==> src/rtl/uart_pkg.sv <==
// Shared UART definitions: FSM state encoding and oversampling constants,
// used by the receiver, transmitter and baud rate generator.
package uart_pkg;

    typedef enum logic [2:0] {
        IDLE,
        START,
        DATA,
        PARITY,
        STOP
    } uart_state_t;

    localparam int unsigned OVERSAMPLE = 16;
    localparam int unsigned MID_TICK   = 7;
    localparam int unsigned LAST_TICK  = 15;

endpackage

==> src/rtl/sync_2ff.sv <==
// Two-flop synchronizer for a single asynchronous input; the reset value
// is a parameter so idle-high and idle-low lines can share it.
module sync_2ff #(
    parameter logic RST_VAL = 1'b1
) (
    input  logic i_clk,
    input  logic i_rst,
    input  logic i_d,
    output logic o_q
);

    logic meta;

    always_ff @(posedge i_clk) begin
        if (i_rst) begin
            meta <= RST_VAL;
            o_q  <= RST_VAL;
        end else begin
            meta <= i_d;
            o_q  <= meta;
        end
    end

endmodule

==> src/rtl/uart_rx.sv <==
// 16x-oversampled UART receiver. Define UART_RX_PARITY_EN to add an
// even-parity bit after the data bits and the o_parity_err output.
module uart_rx
    import uart_pkg::*;
#(
    parameter int NB_DATA = 8,
    parameter int NB_STOP = 1
) (
    input  logic               i_clk,
    input  logic               i_rst,
    input  logic               i_tick,
    input  logic               i_rx,
    output logic [NB_DATA-1:0] o_data,
    output logic               o_rx_done,
`ifdef UART_RX_PARITY_EN
    output logic               o_parity_err,
`endif
    output logic               o_frame_err
);

    localparam int NW = $clog2(NB_DATA);

    uart_state_t        state_q, state_d;
    logic [3:0]         s_cnt_q, s_cnt_d;
    logic [NW-1:0]      n_cnt_q, n_cnt_d;
    logic [0:0]         stop_q, stop_d;
    logic [NB_DATA-1:0] shreg_q, shreg_d;
    logic               err_q, err_d;
    logic [NB_DATA-1:0] data_d;
    logic               done_d, ferr_d;
    logic               rx_s, rx_prev;
`ifdef UART_RX_PARITY_EN
    logic               par_q, par_d;
    logic               perr_d;
`endif

    sync_2ff #(.RST_VAL(1'b1)) u_sync (
        .i_clk (i_clk),
        .i_rst (i_rst),
        .i_d   (i_rx),
        .o_q   (rx_s)
    );

    always_ff @(posedge i_clk) begin
        if (i_rst) begin
            state_q     <= IDLE;
            s_cnt_q     <= '0;
            n_cnt_q     <= '0;
            stop_q      <= '0;
            shreg_q     <= '0;
            err_q       <= 1'b0;
            rx_prev     <= 1'b1;
            o_data      <= '0;
            o_rx_done   <= 1'b0;
            o_frame_err <= 1'b0;
`ifdef UART_RX_PARITY_EN
            par_q        <= 1'b0;
            o_parity_err <= 1'b0;
`endif
        end else begin
            state_q     <= state_d;
            s_cnt_q     <= s_cnt_d;
            n_cnt_q     <= n_cnt_d;
            stop_q      <= stop_d;
            shreg_q     <= shreg_d;
            err_q       <= err_d;
            rx_prev     <= rx_s;
            o_data      <= data_d;
            o_rx_done   <= done_d;
            o_frame_err <= ferr_d;
`ifdef UART_RX_PARITY_EN
            par_q        <= par_d;
            o_parity_err <= perr_d;
`endif
        end
    end

    always_comb begin
        state_d = state_q;
        s_cnt_d = s_cnt_q;
        n_cnt_d = n_cnt_q;
        stop_d  = stop_q;
        shreg_d = shreg_q;
        err_d   = err_q;
        data_d  = o_data;
        done_d  = 1'b0;
        ferr_d  = o_frame_err;
`ifdef UART_RX_PARITY_EN
        par_d  = par_q;
        perr_d = o_parity_err;
`endif
        case (state_q)
            // Falling edge only, so a held-low break cannot re-trigger.
            IDLE: if (rx_prev && !rx_s) begin
                state_d = START;
                s_cnt_d = '0;
                err_d   = 1'b0;
            end
            START: if (i_tick) begin
                if (s_cnt_q == 4'(MID_TICK)) begin
                    s_cnt_d = '0;
                    n_cnt_d = '0;
                    state_d = rx_s ? IDLE : DATA;
                end else begin
                    s_cnt_d = s_cnt_q + 4'd1;
                end
            end
            DATA: if (i_tick) begin
                if (s_cnt_q == 4'(LAST_TICK)) begin
                    s_cnt_d = '0;
                    shreg_d = {rx_s, shreg_q[NB_DATA-1:1]};
                    if (n_cnt_q == NW'(NB_DATA - 1)) begin
                        stop_d = '0;
`ifdef UART_RX_PARITY_EN
                        state_d = PARITY;
`else
                        state_d = STOP;
`endif
                    end else begin
                        n_cnt_d = n_cnt_q + 1'b1;
                    end
                end else begin
                    s_cnt_d = s_cnt_q + 4'd1;
                end
            end
`ifdef UART_RX_PARITY_EN
            PARITY: if (i_tick) begin
                if (s_cnt_q == 4'(LAST_TICK)) begin
                    s_cnt_d = '0;
                    par_d   = rx_s;
                    state_d = STOP;
                end else begin
                    s_cnt_d = s_cnt_q + 4'd1;
                end
            end
`endif
            STOP: if (i_tick) begin
                if (s_cnt_q == 4'(LAST_TICK)) begin
                    s_cnt_d = '0;
                    err_d   = err_q | ~rx_s;
                    if (stop_q == 1'(NB_STOP - 1)) begin
                        done_d  = 1'b1;
                        data_d  = shreg_q;
                        ferr_d  = err_d;
`ifdef UART_RX_PARITY_EN
                        perr_d  = ^{shreg_q, par_q};
`endif
                        state_d = IDLE;
                    end else begin
                        stop_d = stop_q + 1'b1;
                    end
                end else begin
                    s_cnt_d = s_cnt_q + 4'd1;
                end
            end
            default: state_d = IDLE;
        endcase
    end

endmodule

==> config.mk <==
export PLATFORM = sky130hd
export DESIGN_NAME = uart_rx
export DESIGN_NICKNAME = d
export VERILOG_FILES = /design/src/rtl/uart_pkg.sv /design/src/rtl/sync_2ff.sv /design/src/rtl/uart_rx.sv
export SDC_FILE = /design/constraint.sdc
export NUM_CORES = 1
export LEC_CHECK = 0
export BUFFER_PORTS_ARGS = -buffer_cell sky130_fd_sc_hd__buf_2
export CAP_MARGIN = 20
export CORE_UTILIZATION = 55
export CTS_BUF_LIST = sky130_fd_sc_hd__clkbuf_16
export DETAILED_ROUTE_END_ITERATION = 7
export GPL_TIMING_DRIVEN = 0
export PLACE_DENSITY_LB_ADDON = 0.1
export SLEW_MARGIN = 20
export SYNTH_ARGS = -nofsm -noshare
export SYNTH_HDL_FRONTEND = slang
export SYNTH_HIERARCHICAL = 1
export SYNTH_SLANG_ARGS = --single-unit
==> constraint.sdc <==
create_clock -name i_clk -period 2.2 [get_ports i_clk]
set_input_delay 0.22 -clock i_clk [delete_from_list [all_inputs] [get_ports i_clk]]
set_output_delay 0.22 -clock i_clk [all_outputs]
set_load 0.1 [all_outputs]
==> reports/summary.md, run 1 <==
At the worst endpoint, the required time is 2.38 ns. The initial antenna violation count came out at 0. The post-route fraction of the period consumed by the critical path was 0.9014. Summed over all failing endpoints, the final setup total negative slack is 0 ns. For the total routing resource utilization after global routing, the log shows 0.2442. Cell class contributing the biggest share of worst-path delay: simple AND/OR/NAND/NOR gates. The flow ran to the end, and the final reports show no timing, DRC or antenna violations.

The floorplan has 17 rows. The die covers 2770 µm². The initial standard-cell utilization of the core was 0.6082.

The first global-routing pass estimated 4781 µm of wire. Gates resized during post-CTS repair numbered 0. The floorplan step defined a core boundary enclosing 2318 µm².

The worst-skew pair later-pin latency came out at 0.28 ns. The dominant synthesized flop cell is sky130_fd_sc_hd__dfxtp_1. The tool flagged a number of max-cap violations equal to 0.

At the placement stage, the worst setup path has a slack of 0.2675 ns. The share of async-settable or async-resettable flops after synthesis works out to 0. The gate count after technology mapping was 152. The logs give 26 for the number of DRC violations after detailed-routing iteration 0 and 4 for the number of optimization iterations in the first detailed-route pass. Synthesis inferred 32 register bits. The tools report the sequential share of the synthesized area as 0.4543. The number of buffers inserted by post-CTS setup repair is 0, and the maximum vdd drop is 0.7942 mV. The number of failing hold endpoints at the final stage is 0. The logs give 0.7215 for the share of the core filled with cells in the final layout and 1941 µm for the half-perimeter wire length after detailed placement.

During I/O placement, the number of pins put on the boundary was 14. After layout, the minimum clock period comes to 1.983 ns. The share of Yosys cell area claimed by the top area cell type was 0.4543.

For this design the ratio of total power to cell area is 840.8 nW/µm². The number of antenna cells inserted is 0. The clock net in this run drives a total of 32 sinks. The net count reported at finish came out at 178. In this run the vertical extent of the chip is 52.64 µm. STA classifies the critical path endpoint as a register.

The most area-hungry cell type in the Yosys netlist was sky130_fd_sc_hd__dfxtp_1. Across the routed clock network, the largest skew measured is 0.002565 ns. The number of nets in the synthesized netlist is 159. The count of input and output buffers is 12, and the data arrival at the endpoint of the critical path is 2.17 ns.

After filler insertion, the fill cell instance count of the layout stands at 182. Number of cells on the worst reg-to-reg path: 5. Setup slack closes at 0.2170 ns. The ratio of routed vias to standard cells works out to 5.760. For flop-to-flop paths, the worst setup slack is 0.22 ns. The library cell contributing the largest single delay on the critical path is sky130_fd_sc_hd__or3_4. The launch point of the worst reg-to-reg path is u_sync/o_q. The ratio of cells with drive above 1 in the final layout came out at 0.1744. The tools report the root buffer cell as sky130_fd_sc_hd__clkbuf_16.

Via count of the first global-routing pass: 1132. Once detail routing completed, the nets flagged for antenna violations numbered 0. Clock-pin slew was measured on the worst setup and hold paths at 0.05 ns. Across all layers, the routed design uses 1152 vias. Summed over all cells, the static leakage comes to 0.6386 nW. Buffers inserted to repair hold after CTS numbered 0. After detailed routing, the number of remaining DRC violations is 0. For this run, the number of Yosys warnings is 6. The worst min-delay path class was in2reg. The width of the chip was 52.64 µm. The maximum single-stage delay on the critical path was 0.44 ns. The worst register-to-register path ends at s_cnt_q[3]. The slew of the pin with the lowest slew margin was 0.4928 ns; the final standard cell count with taps included and fillers excluded was 200. The buffer and inverter count on the worst path was 0; the deepest clock path buffer count was 2. Routability-driven placement finished with a final weighted congestion of 0.9073. In the synthesized netlist, the cells that appear most often are sky130_fd_sc_hd__dfxtp_1 (32), sky130_fd_sc_hd__nor2_1 (26), sky130_fd_sc_hd__mux2i_1 (16).

The instance count after placement with tap cells included was 192. The worst hold path terminates at u_sync/meta. Traced cell by cell, the critical path runs through or3b_1 -> a221oi_2 -> a31oi_2 -> or3_4 -> o41ai_2. The worst max-slew margin expressed relative to the limit came out at 0.6714.

In this run, synthesis inferred 0 flip-flops with an integrated enable. The max-slew violation total from the final report is 0, and the number of buffers inserted during clock tree synthesis is 5. Compared with the post-synthesis result, the final layout area differs by 18.63%.

The mapped netlist covers 1410 µm². The H-tree was split into 2 levels. TritonCTS built the clock tree.

Setup repair after global routing left no endpoint under its margin. The number of unique standard cell types used by synthesis was 40; the largest driver fanout on the critical path was 7. The average instance in the mapped netlist occupies 9.277 µm². Entering global routing, the biggest net connects 12 pins.

Dividing the detail-routed wire length by the instance count gives 14.07 µm. The tools report the remaining global-route overflow as 0. Library cell with the highest instance count after synthesis: sky130_fd_sc_hd__dfxtp_1.

The tools report the highest attainable clock frequency as 504.3 MHz. For the wire length after detailed routing, the log shows 2813 µm. STA classifies the critical path startpoint as a register. Depth of the worst hold-timing path: 2. The tools report the startpoint of the tightest hold check path as i_rx. Setup violations remaining at the end of the flow were counted as 0. By area the synthesized netlist is led by sky130_fd_sc_hd__dfxtp_1 (45%), sky130_fd_sc_hd__mux2i_1 (11%), sky130_fd_sc_hd__nor2_1 (6.9%).

By startpoint and endpoint, the worst setup path is classified as reg2reg.
[metal layers]
layer	global-route usage	wire length [µm]	vias to the layer above
met5	0	0	-
met4	0.1096	34	0
met3	0.07826	145	5
met2	0.4241	1423	32
met1	0.2674	1210	539
li1	-	-	576
[cell families after synthesis]
logic type / count (synthesis) / share of synthesized area
and+or+nand+nor: 61 / 0.2280
DFF: 32 / 0.4543
AOI/OAI and AO/OA: 27 / 0.1340
muxes: 16 / 0.1136
buffers and inverters: 11 / 0.03105
adders and majority gates: 3 / 0.02662
xor gates and xnor gates: 2 / 0.01242
[where the power goes]
part            total, W  internal [W]  switching [W]
clock network   0.000774      0.000531       0.000243
logic          0.0000462     0.0000145      0.0000317
registers       0.000587      0.000584     0.00000296
[how the worst max path moves through the flow]
| stage | startpoint | endpoint | slack (ns) | cells past startpoint |
|---|---|---|---|---|
| final | u_sync/o_q | s_cnt_q[3] | 0.22 | 5 |
| after detailed placement | u_sync/o_q | s_cnt_q[3] | 0.27 | 5 |
| after floorplan | u_sync/o_q | s_cnt_q[3] | 0.43 | 5 |
| after global routing | n_cnt_q[0] | n_cnt_q[0] | 0.06 | 6 |
| after global placement | u_sync/o_q | s_cnt_q[3] | 0.30 | 5 |
| after CTS | u_sync/o_q | s_cnt_q[3] | 0.22 | 5 |
[worst register-to-register path: stages (launching register included)]
cell                       delay (ns)
sky130_fd_sc_hd__dfxtp_1         0.35
sky130_fd_sc_hd__or3b_1          0.41
sky130_fd_sc_hd__a221oi_2        0.30
sky130_fd_sc_hd__a31oi_2         0.13
sky130_fd_sc_hd__or3_4           0.44
sky130_fd_sc_hd__o41ai_2         0.26
[layout by cell type, fill, tap and decap left out, types with 2 or more instances in the layout]
master	instances
sky130_fd_sc_hd__dfxtp_1	32
sky130_fd_sc_hd__nor2_1	26
sky130_fd_sc_hd__mux2i_1	16
sky130_fd_sc_hd__buf_2	14
sky130_fd_sc_hd__a21oi_1	10
sky130_fd_sc_hd__nand2_1	7
sky130_fd_sc_hd__clkbuf_16	5
sky130_fd_sc_hd__clkbuf_1	4
sky130_fd_sc_hd__o21ai_0	4
sky130_fd_sc_hd__nand2b_1	3
sky130_fd_sc_hd__inv_1	3
sky130_fd_sc_hd__nor3_1	3
sky130_fd_sc_hd__ha_1	3
sky130_fd_sc_hd__buf_1	2
sky130_fd_sc_hd__xor2_1	2
sky130_fd_sc_hd__or3b_2	2
sky130_fd_sc_hd__o31ai_1	2
sky130_fd_sc_hd__nor3b_1	2
sky130_fd_sc_hd__o22ai_1	2
sky130_fd_sc_hd__or3_1	2
sky130_fd_sc_hd__nor2b_1	2
sky130_fd_sc_hd__nand3_1	2
sky130_fd_sc_hd__o2111ai_1	2
sky130_fd_sc_hd__or2_1	2
[sequential cells by signal, summed over array words and instances, names as in the netlist]
| register | flops |
|---|---|
| s_cnt_q | 4 |
| n_cnt_q | 3 |
| rx_prev | 1 |
| o_rx_done | 1 |
| o_frame_err | 1 |
| o_data | 8 |
| u_sync/meta | 1 |
| state_q | 3 |
| u_sync/o_q | 1 |
| shreg_q | 8 |
| err_q | 1 |
[layout make-up]
cell class	instances	area, µm²	area share
multi-input cells	109	725.7	0.4338
flip-flops and latches	32	640.6	0.3829
clock buffers	5	125.1	0.07479
repair buffers	12	60.06	0.03590
clock inverters	3	42.54	0.02543
well taps	28	35.03	0.02094
plain buffers	8	32.53	0.01945
inverters	3	11.26	0.006732
[through the flow]
stage / cell area [µm²] / total power, W / hold slack, ns
floorplan: 1410 / 0.0006307 / 0.3171
global placement: 1505 / 0.0006420 / 0.3916
detailed placement: 1505 / 0.0006439 / 0.3964
CTS: 1673 / 0.001417 / 0.1174
global route: 1673 / 0.001443 / 0.1312
finish: 1673 / 0.001407 / 0.1196
(Power assumes the default switching activity.)
==> run 2: changes to the inputs <==
Settings changed: CTS_BUF_LIST sky130_fd_sc_hd__clkbuf_16 to sky130_fd_sc_hd__clkbuf_8 sky130_fd_sc_hd__clkbuf_16, GPL_TIMING_DRIVEN 0 to 1.
==> run 2 against run 1 <==
Worst setup slack worse by 0.011 ns. Critical path depth is the same. Largest cell class unchanged. Count of clock-buffer cells in the layout rose by 1. Register-to-register slack is essentially flat. Power down 23%. Global-route usage is 2.0 points lower. Highest routed layer unchanged. Critical endpoint unchanged. Utilization shrank 4.1 points.
==> reports/summary.md, run 2 (synthesis gave the netlist of run 1 again) <==
The minimum setup slack among reg-to-reg paths is 0.21 ns. The most common cell after layout, fill and taps aside was sky130_fd_sc_hd__dfxtp_1. Summed over all layers, the global routing overflow is 0. The count of input and output buffers works out to 13. The category of the worst setup path launch point is a register. Setup violations remaining at the end of the flow were counted as 0. The run gives 35 as the pin count of the biggest net entering global routing. The worst register-to-register path begins at state_q[1].

The logs give 0.6082 for the initial standard-cell utilization of the core and 4 for the number of optimization iterations in the first detailed-route pass. For the net count reported at finish, the log shows 172. For this design the ratio of total power to cell area is 687.5 nW/µm².

The path with the worst hold slack has its endpoint at u_sync/meta. The repair_antennas step left the layout with diodes totalling 0. The first global-routing pass estimated 4457 µm of wire. The max-slew violation total from the final report is 0. The number of vias in the routed layout was 1097. The slew of the pin with the lowest slew margin was 0.5688 ns; the post-route fraction of the period consumed by the critical path was 0.9063. In this run, the number of DRC markers left after iteration 0 of detailed routing was 13.

The run finished with clean final reports. The total routing resource utilization after global routing is 0.2240, and the final period demand of the worst path is 1.994 ns. The die is 52.64 µm tall.

The largest registers in the layout are o_data x8, shreg_q x8, s_cnt_q x4. The max-cap check violation count is 0, and the wire length after detailed routing is 2546 µm. Total power for the finished layout comes to 0.001085 W. In this run the most critical hold path is launched from i_rx. The run gives 32 as the count of clock tree sinks. Hold is met by 0.1134 ns.

The average wire length per cell after detail routing was 13.12 µm. The number of failing hold endpoints at the final stage was 0; the number of cells on the worst reg-to-reg path was 5. TritonCTS built the clock tree. Of all nets on the critical path, the largest fanout is 14. Based on the critical path, the design can be clocked at up to 501.5 MHz.

Worst min-delay path class: in2reg. The maximum vdd drop was 0.6284 mV. The run gives 2.18 ns as the data arrival at the endpoint of the critical path. The clock arrives with 0.006954 ns of skew. The via count of the first global-routing pass was 1083; the ratio of cells with drive above 1 in the final layout was 0.1807.

In this run the core area contains 17 standard-cell rows. The clock-pin transition on the worst setup and hold timing paths was 0.07 ns. The endpoint of the lowest-slack register-to-register path was s_cnt_q[3]. The die covers 2770 µm².

The hold buffer count at cts is 0. The H-tree level count came out at 2. The wire-length estimate of the detail-placed layout is 1691 µm. The worst max-slew margin expressed relative to the limit is 0.6208. Routability-driven placement finished with a final weighted congestion of 0.8252. For the worst-skew pair, the clock arrives at the later sink with an insertion delay of 0.28 ns.

Setup repair after global routing left no endpoint under its margin. Measured along the x axis, the die boundary spans 52.64 µm. The relative area change from synthesis to final layout works out to 11.89%. The number of setup buffers added after CTS is 0. The run gives 2.39 ns as the data required time at the worst endpoint.

The library cells used most frequently in the layout, excluding fill and tap cells, are sky130_fd_sc_hd__dfxtp_1 (32), sky130_fd_sc_hd__nor2_1 (26), sky130_fd_sc_hd__mux2i_1 (16), sky130_fd_sc_hd__buf_2 (13), sky130_fd_sc_hd__a21oi_1 (10). For this design the top-level I/O count stands at 14. Initial antenna violation count: 0. The leakage power is 0.6009 nW. CTS placed an instance of sky130_fd_sc_hd__clkbuf_8 at the clock tree root. The deepest clock path buffer count came out at 2. Once detail routing completed, the nets flagged for antenna violations numbered 0. The aggregate negative setup slack is 0 ns.

In the routed layout, each cell is associated on average with a via count of 5.655. The worst setup path is captured at a register. Post-CTS repair changed the size of 0 cells. The number of buffers inserted during clock tree synthesis was 5; the depth of the worst hold-timing path was 2. The classification of the worst setup path was reg2reg.

In the routed design, unresolved DRC markers number 0. Placeable core region: 2318 µm².
[run 2: changes by cell type in the layout (fill, tap and decap cells not counted), sizes merged]
cell | before | now
bufinv | 1 | 0
clkbuf | 9 | 6
clkinv | 1 | 2
buf | 16 | 14
clkinvlp | 1 | 0
[run 2: final cells by class]
class | count | area, µm²
Sequential cell | 32 | 640.6
Clock inverter | 2 | 10.01
Tap cell | 28 | 35.03
Clock buffer | 6 | 82.58
Fill cell | 189 | 740.7
Multi-Input combinational cell | 109 | 725.7
Timing Repair Buffer | 14 | 72.57
Inverter | 3 | 11.26
[run 2: per-stage QoR]
stage / setup slack [ns] / instances / util / area (µm²)
4_1_cts: 0.2166 / 194 / 0.6805 / 1578
5_1_grt: 0.08230 / 194 / 0.6805 / 1578
2_1_floorplan: 0.4252 / 152 / - / 1410
3_3_place_gp: 0.2994 / 186 / 0.6406 / 1485
3_5_place_dp: 0.2425 / 186 / 0.6406 / 1485
6_report: 0.2061 / 194 / 0.6805 / 1578
[run 2: power breakdown]
group | total, W | leakage [nW] | internal, W | switching [W]
sequential | 0.000588 | 0.258 | 0.000583 | 0.00000554
clock | 0.000457 | 0.0510 | 0.000249 | 0.000208
combinational | 0.0000389 | 0.292 | 0.0000132 | 0.0000257
total | 0.00108 | 0.601 | 0.000845 | 0.000240
[run 2: per-layer routing]
metal / vias up / part of all wire / GRT usage
met2: 18 / 0.48 / 0.3755
li1: 563 / - / -
met4: 0 / 0.012 / 0.1096
met1: 512 / 0.46 / 0.2504
met5: - / 0 / 0
met3: 4 / 0.042 / 0.07536
[run 2: worst max-delay path, cell delays in order (launching register included)]
cell and delay (ns):
sky130_fd_sc_hd__dfxtp_1 0.42, sky130_fd_sc_hd__or3b_1 0.41, sky130_fd_sc_hd__a221oi_2 0.25, sky130_fd_sc_hd__a31oi_2 0.11, sky130_fd_sc_hd__or3_4 0.45, sky130_fd_sc_hd__o41ai_2 0.26
[run 2: worst max path at each step]
stage	from	cells after the start	endpoint
floorplan	u_sync/o_q	5	s_cnt_q[3]
global placement	state_q[1]	5	s_cnt_q[3]
detailed placement	state_q[1]	5	s_cnt_q[3]
CTS	state_q[1]	5	s_cnt_q[3]
global route	n_cnt_q[0]	6	n_cnt_q[0]
finish	state_q[1]	5	s_cnt_q[3]
==> run 3: changes to the inputs <==
Settings changed: CORE_MARGIN from default to 5.
==> run 3 against run 2 <==
Die area is 33% higher. Utilization is 3.7 points lower. Largest cell class unchanged. Routed wire length is 3.3% higher. Count of clock-buffer cells in the layout stayed put.
==> reports/summary.md, run 3 (synthesis gave the netlist of run 1 again) <==
The tools report the share of the core filled with cells in the final layout as 0.6437. In this run, the number of DRC markers left after iteration 0 of detailed routing was 23. The tools report the count of clock tree sinks as 32. Clock tree synthesis selected as its root buffer the cell sky130_fd_sc_hd__clkbuf_8.

The number of buffers inserted during clock tree synthesis is 5, and the global-route wire length before repair is 4526 µm. The setup violation total in the final timing report was 0; the count of input and output buffers was 13. Dividing the detail-routed via count by the number of cells gives 5.628. After detailed routing, the average wire length per cell comes to 13.42 µm.

The initial standard-cell utilization of the core came out at 0.5744. Summed over all nets, the half-perimeter wirelength after detailed placement is 1825 µm. Together, buffers and inverters on the worst path number 0. For the pin with the worst max-slew slack, the measured transition is 0.5770 ns. The analysis attributes to cell leakage a power of 0.6009 nW. STA classifies the critical path startpoint as a register. The logs give 0.421 for the part of the power in the clock network and 35 for the pin count of the biggest net entering global routing. Deepest clock path buffer count: 2. The most common cell after layout, fill and taps aside is sky130_fd_sc_hd__dfxtp_1. Of all nets on the critical path, the largest fanout is 14. The number of failing hold endpoints at the final stage was 0; the post-route fraction of the period consumed by the critical path was 0.9140.

The signal on the critical path passes through or3b_1 -> a221oi_2 -> a31oi_2 -> or3_4 -> o41ai_2. After filler insertion, the fill cell instance count of the layout stands at 207. Before CTS, the worst setup slack after placement is 0.2085 ns.

Power spread over the standard cell area amounts to 686.3 nW/µm². The tools report the aggregate negative setup slack as 0 ns. Derived from the worst setup path, the maximum achievable clock frequency is 497.3 MHz.

Across the VDD grid, the largest voltage drop is 0.6184 mV. The hold buffer count at cts was 0. After layout, the minimum clock period comes to 2.011 ns. In this run the horizontal extent of the chip is 60.64 µm.

Max-slew violation total from the final report: 0. Summed over all layers, the global routing overflow is 0. The number of cells on the worst reg-to-reg path is 5. The maximum single-stage delay on the critical path works out to 0.45 ns.

For the net switching power of the design, the log shows 0.0002393 W. The detail route stage leaves a number of antenna-violating nets equal to 0. The worst max-slew margin expressed relative to the limit was 0.6153. The clock-pin transition on the worst setup and hold timing paths came out at 0.07 ns. The tool flagged a number of max-cap violations equal to 0. The tools report the final standard cell count with taps included and fillers excluded as 196. The number of standard-cell rows in the floorplan came out at 18.

The launch point of the worst reg-to-reg path is state_q[1]. The tools report the minimum setup slack among reg-to-reg paths as 0.19 ns. The critical path is of the reg2reg type. The largest registers in the layout are o_data x8, shreg_q x8, s_cnt_q x4.

For the H-tree level count, the log shows 2. The number of top-level pins is 14, and the number of optimization iterations in the first detailed-route pass is 4. On the final layout, the worst clock skew is 0.003108 ns. For this run, design rule violations remaining after detail routing come to 0. Switching share of power: 0.2207. For this design, the slowest cell found on the critical path is sky130_fd_sc_hd__or3_4. The floorplan step defined a core boundary enclosing 2455 µm². The total routing resource utilization after global routing was 0.1655. The post-cts gate resize count was 0; the instance count on the critical path was 5.

The tools report the sort of element at the end of the critical path as a register. For the logic gate share of total power, the log shows 0.036. Summing all flip-flop and latch instances after layout gives 640.6 µm². The run finished with clean final reports. Buffers added to address setup during post-CTS repair amount to 0. Data on the critical path is required at its endpoint by 2.39 ns. For the power share of the sequential group, the log shows 0.542. The logs give 0 for the initial antenna violation count and 0 for the number of antenna cells inserted. The min-delay analysis places its worst path in the category in2reg. The ratio of cells with drive above 1 in the final layout was 0.1807. Data on the critical path arrives at its endpoint at 2.20 ns.

The floorplan step defined a die boundary enclosing 3677 µm². The logs give 188 for the instance count after placement with tap cells included and 1103 for the number of vias in the routed layout. Compared with the post-synthesis result, the final layout area differs by 12.07%. Setup repair after global routing left no endpoint under its margin.

The run gives 0.0008452 W as the cell-internal power. Summing all multi-input logic gate instances after layout gives 725.7 µm². The slack of the critical path is 0.1892 ns.

For this run, the post-layout net count is 172. Among cell families on the critical path, the largest total delay comes from simple AND/OR/NAND/NOR gates. Summed over all layers, the routed wires come to 2631 µm. Final weighted congestion in routability-driven placement: 0.7834. TritonCTS built the clock tree. In this run the critical register-to-register path is captured at s_cnt_q[3].

The logs give 1068 for the via count of the first global-routing pass and 0.28 ns for the worst-skew pair later-pin latency. In this run the worst setup path terminates at s_cnt_q[3]. Tracing the worst setup path back leads to its startpoint at state_q[1]. The worst hold margin was 0.1142 ns; the die span in y was 60.64 µm. In the layout the commonest cells are sky130_fd_sc_hd__dfxtp_1 (32), sky130_fd_sc_hd__nor2_1 (26), sky130_fd_sc_hd__mux2i_1 (16), sky130_fd_sc_hd__buf_2 (13), sky130_fd_sc_hd__a21oi_1 (10).
## run 3: cell counts in the layout (fill, tap and decap cells not counted)
No cell type changed its count.
## run 3: metrics by stage
step	instance area [µm²]	power [W]
after global placement	1488	0.0006385
final	1580	0.001085
after CTS	1580	0.001097
after global routing	1580	0.001133
after detailed placement	1488	0.0006403
after floorplan	1410	0.0006307
## run 3: worst min path at each step
| stage | from | endpoint | slack [ns] | depth (start not counted) |
|---|---|---|---|---|
| after global routing | i_rx | u_sync/meta | 0.12 | 2 |
| after CTS | i_rx | u_sync/meta | 0.11 | 2 |
| after detailed placement | i_rx | u_sync/meta | 0.40 | 2 |
| final | i_rx | u_sync/meta | 0.11 | 2 |
| after floorplan | i_rx | u_sync/meta | 0.32 | 1 |
| after global placement | u_sync/meta | u_sync/o_q | 0.39 | 1 |
## run 3: routing by layer
metal  up-vias  wire length, µm  track usage
met5         -                0            0
met4         0               54      0.08978
met3         6              101      0.04468
met2        19             1272       0.2794
met1       517             1202       0.1893
li1        561                -            -
## run 3: layout make-up
| cell class | instances | share of cell area |
|---|---|---|
| repair buffers | 14 | 0.04592 |
| multi-input cells | 109 | 0.4592 |
| clock buffers | 6 | 0.05226 |
| flip-flops and latches | 32 | 0.4054 |
| well taps | 30 | 0.02375 |
| clock inverters | 2 | 0.006334 |
| inverters | 3 | 0.007126 |
## run 3: power by group through the flow
stage | clock (W) | combinational (W) | sequential (W)
global placement | 0 | 0.0000376 | 0.000601
finish | 0.000457 | 0.0000395 | 0.000588
global route | 0.000500 | 0.0000444 | 0.000588
detailed placement | 0 | 0.0000393 | 0.000601
CTS | 0.000470 | 0.0000394 | 0.000588
floorplan | 0 | 0.0000328 | 0.000598
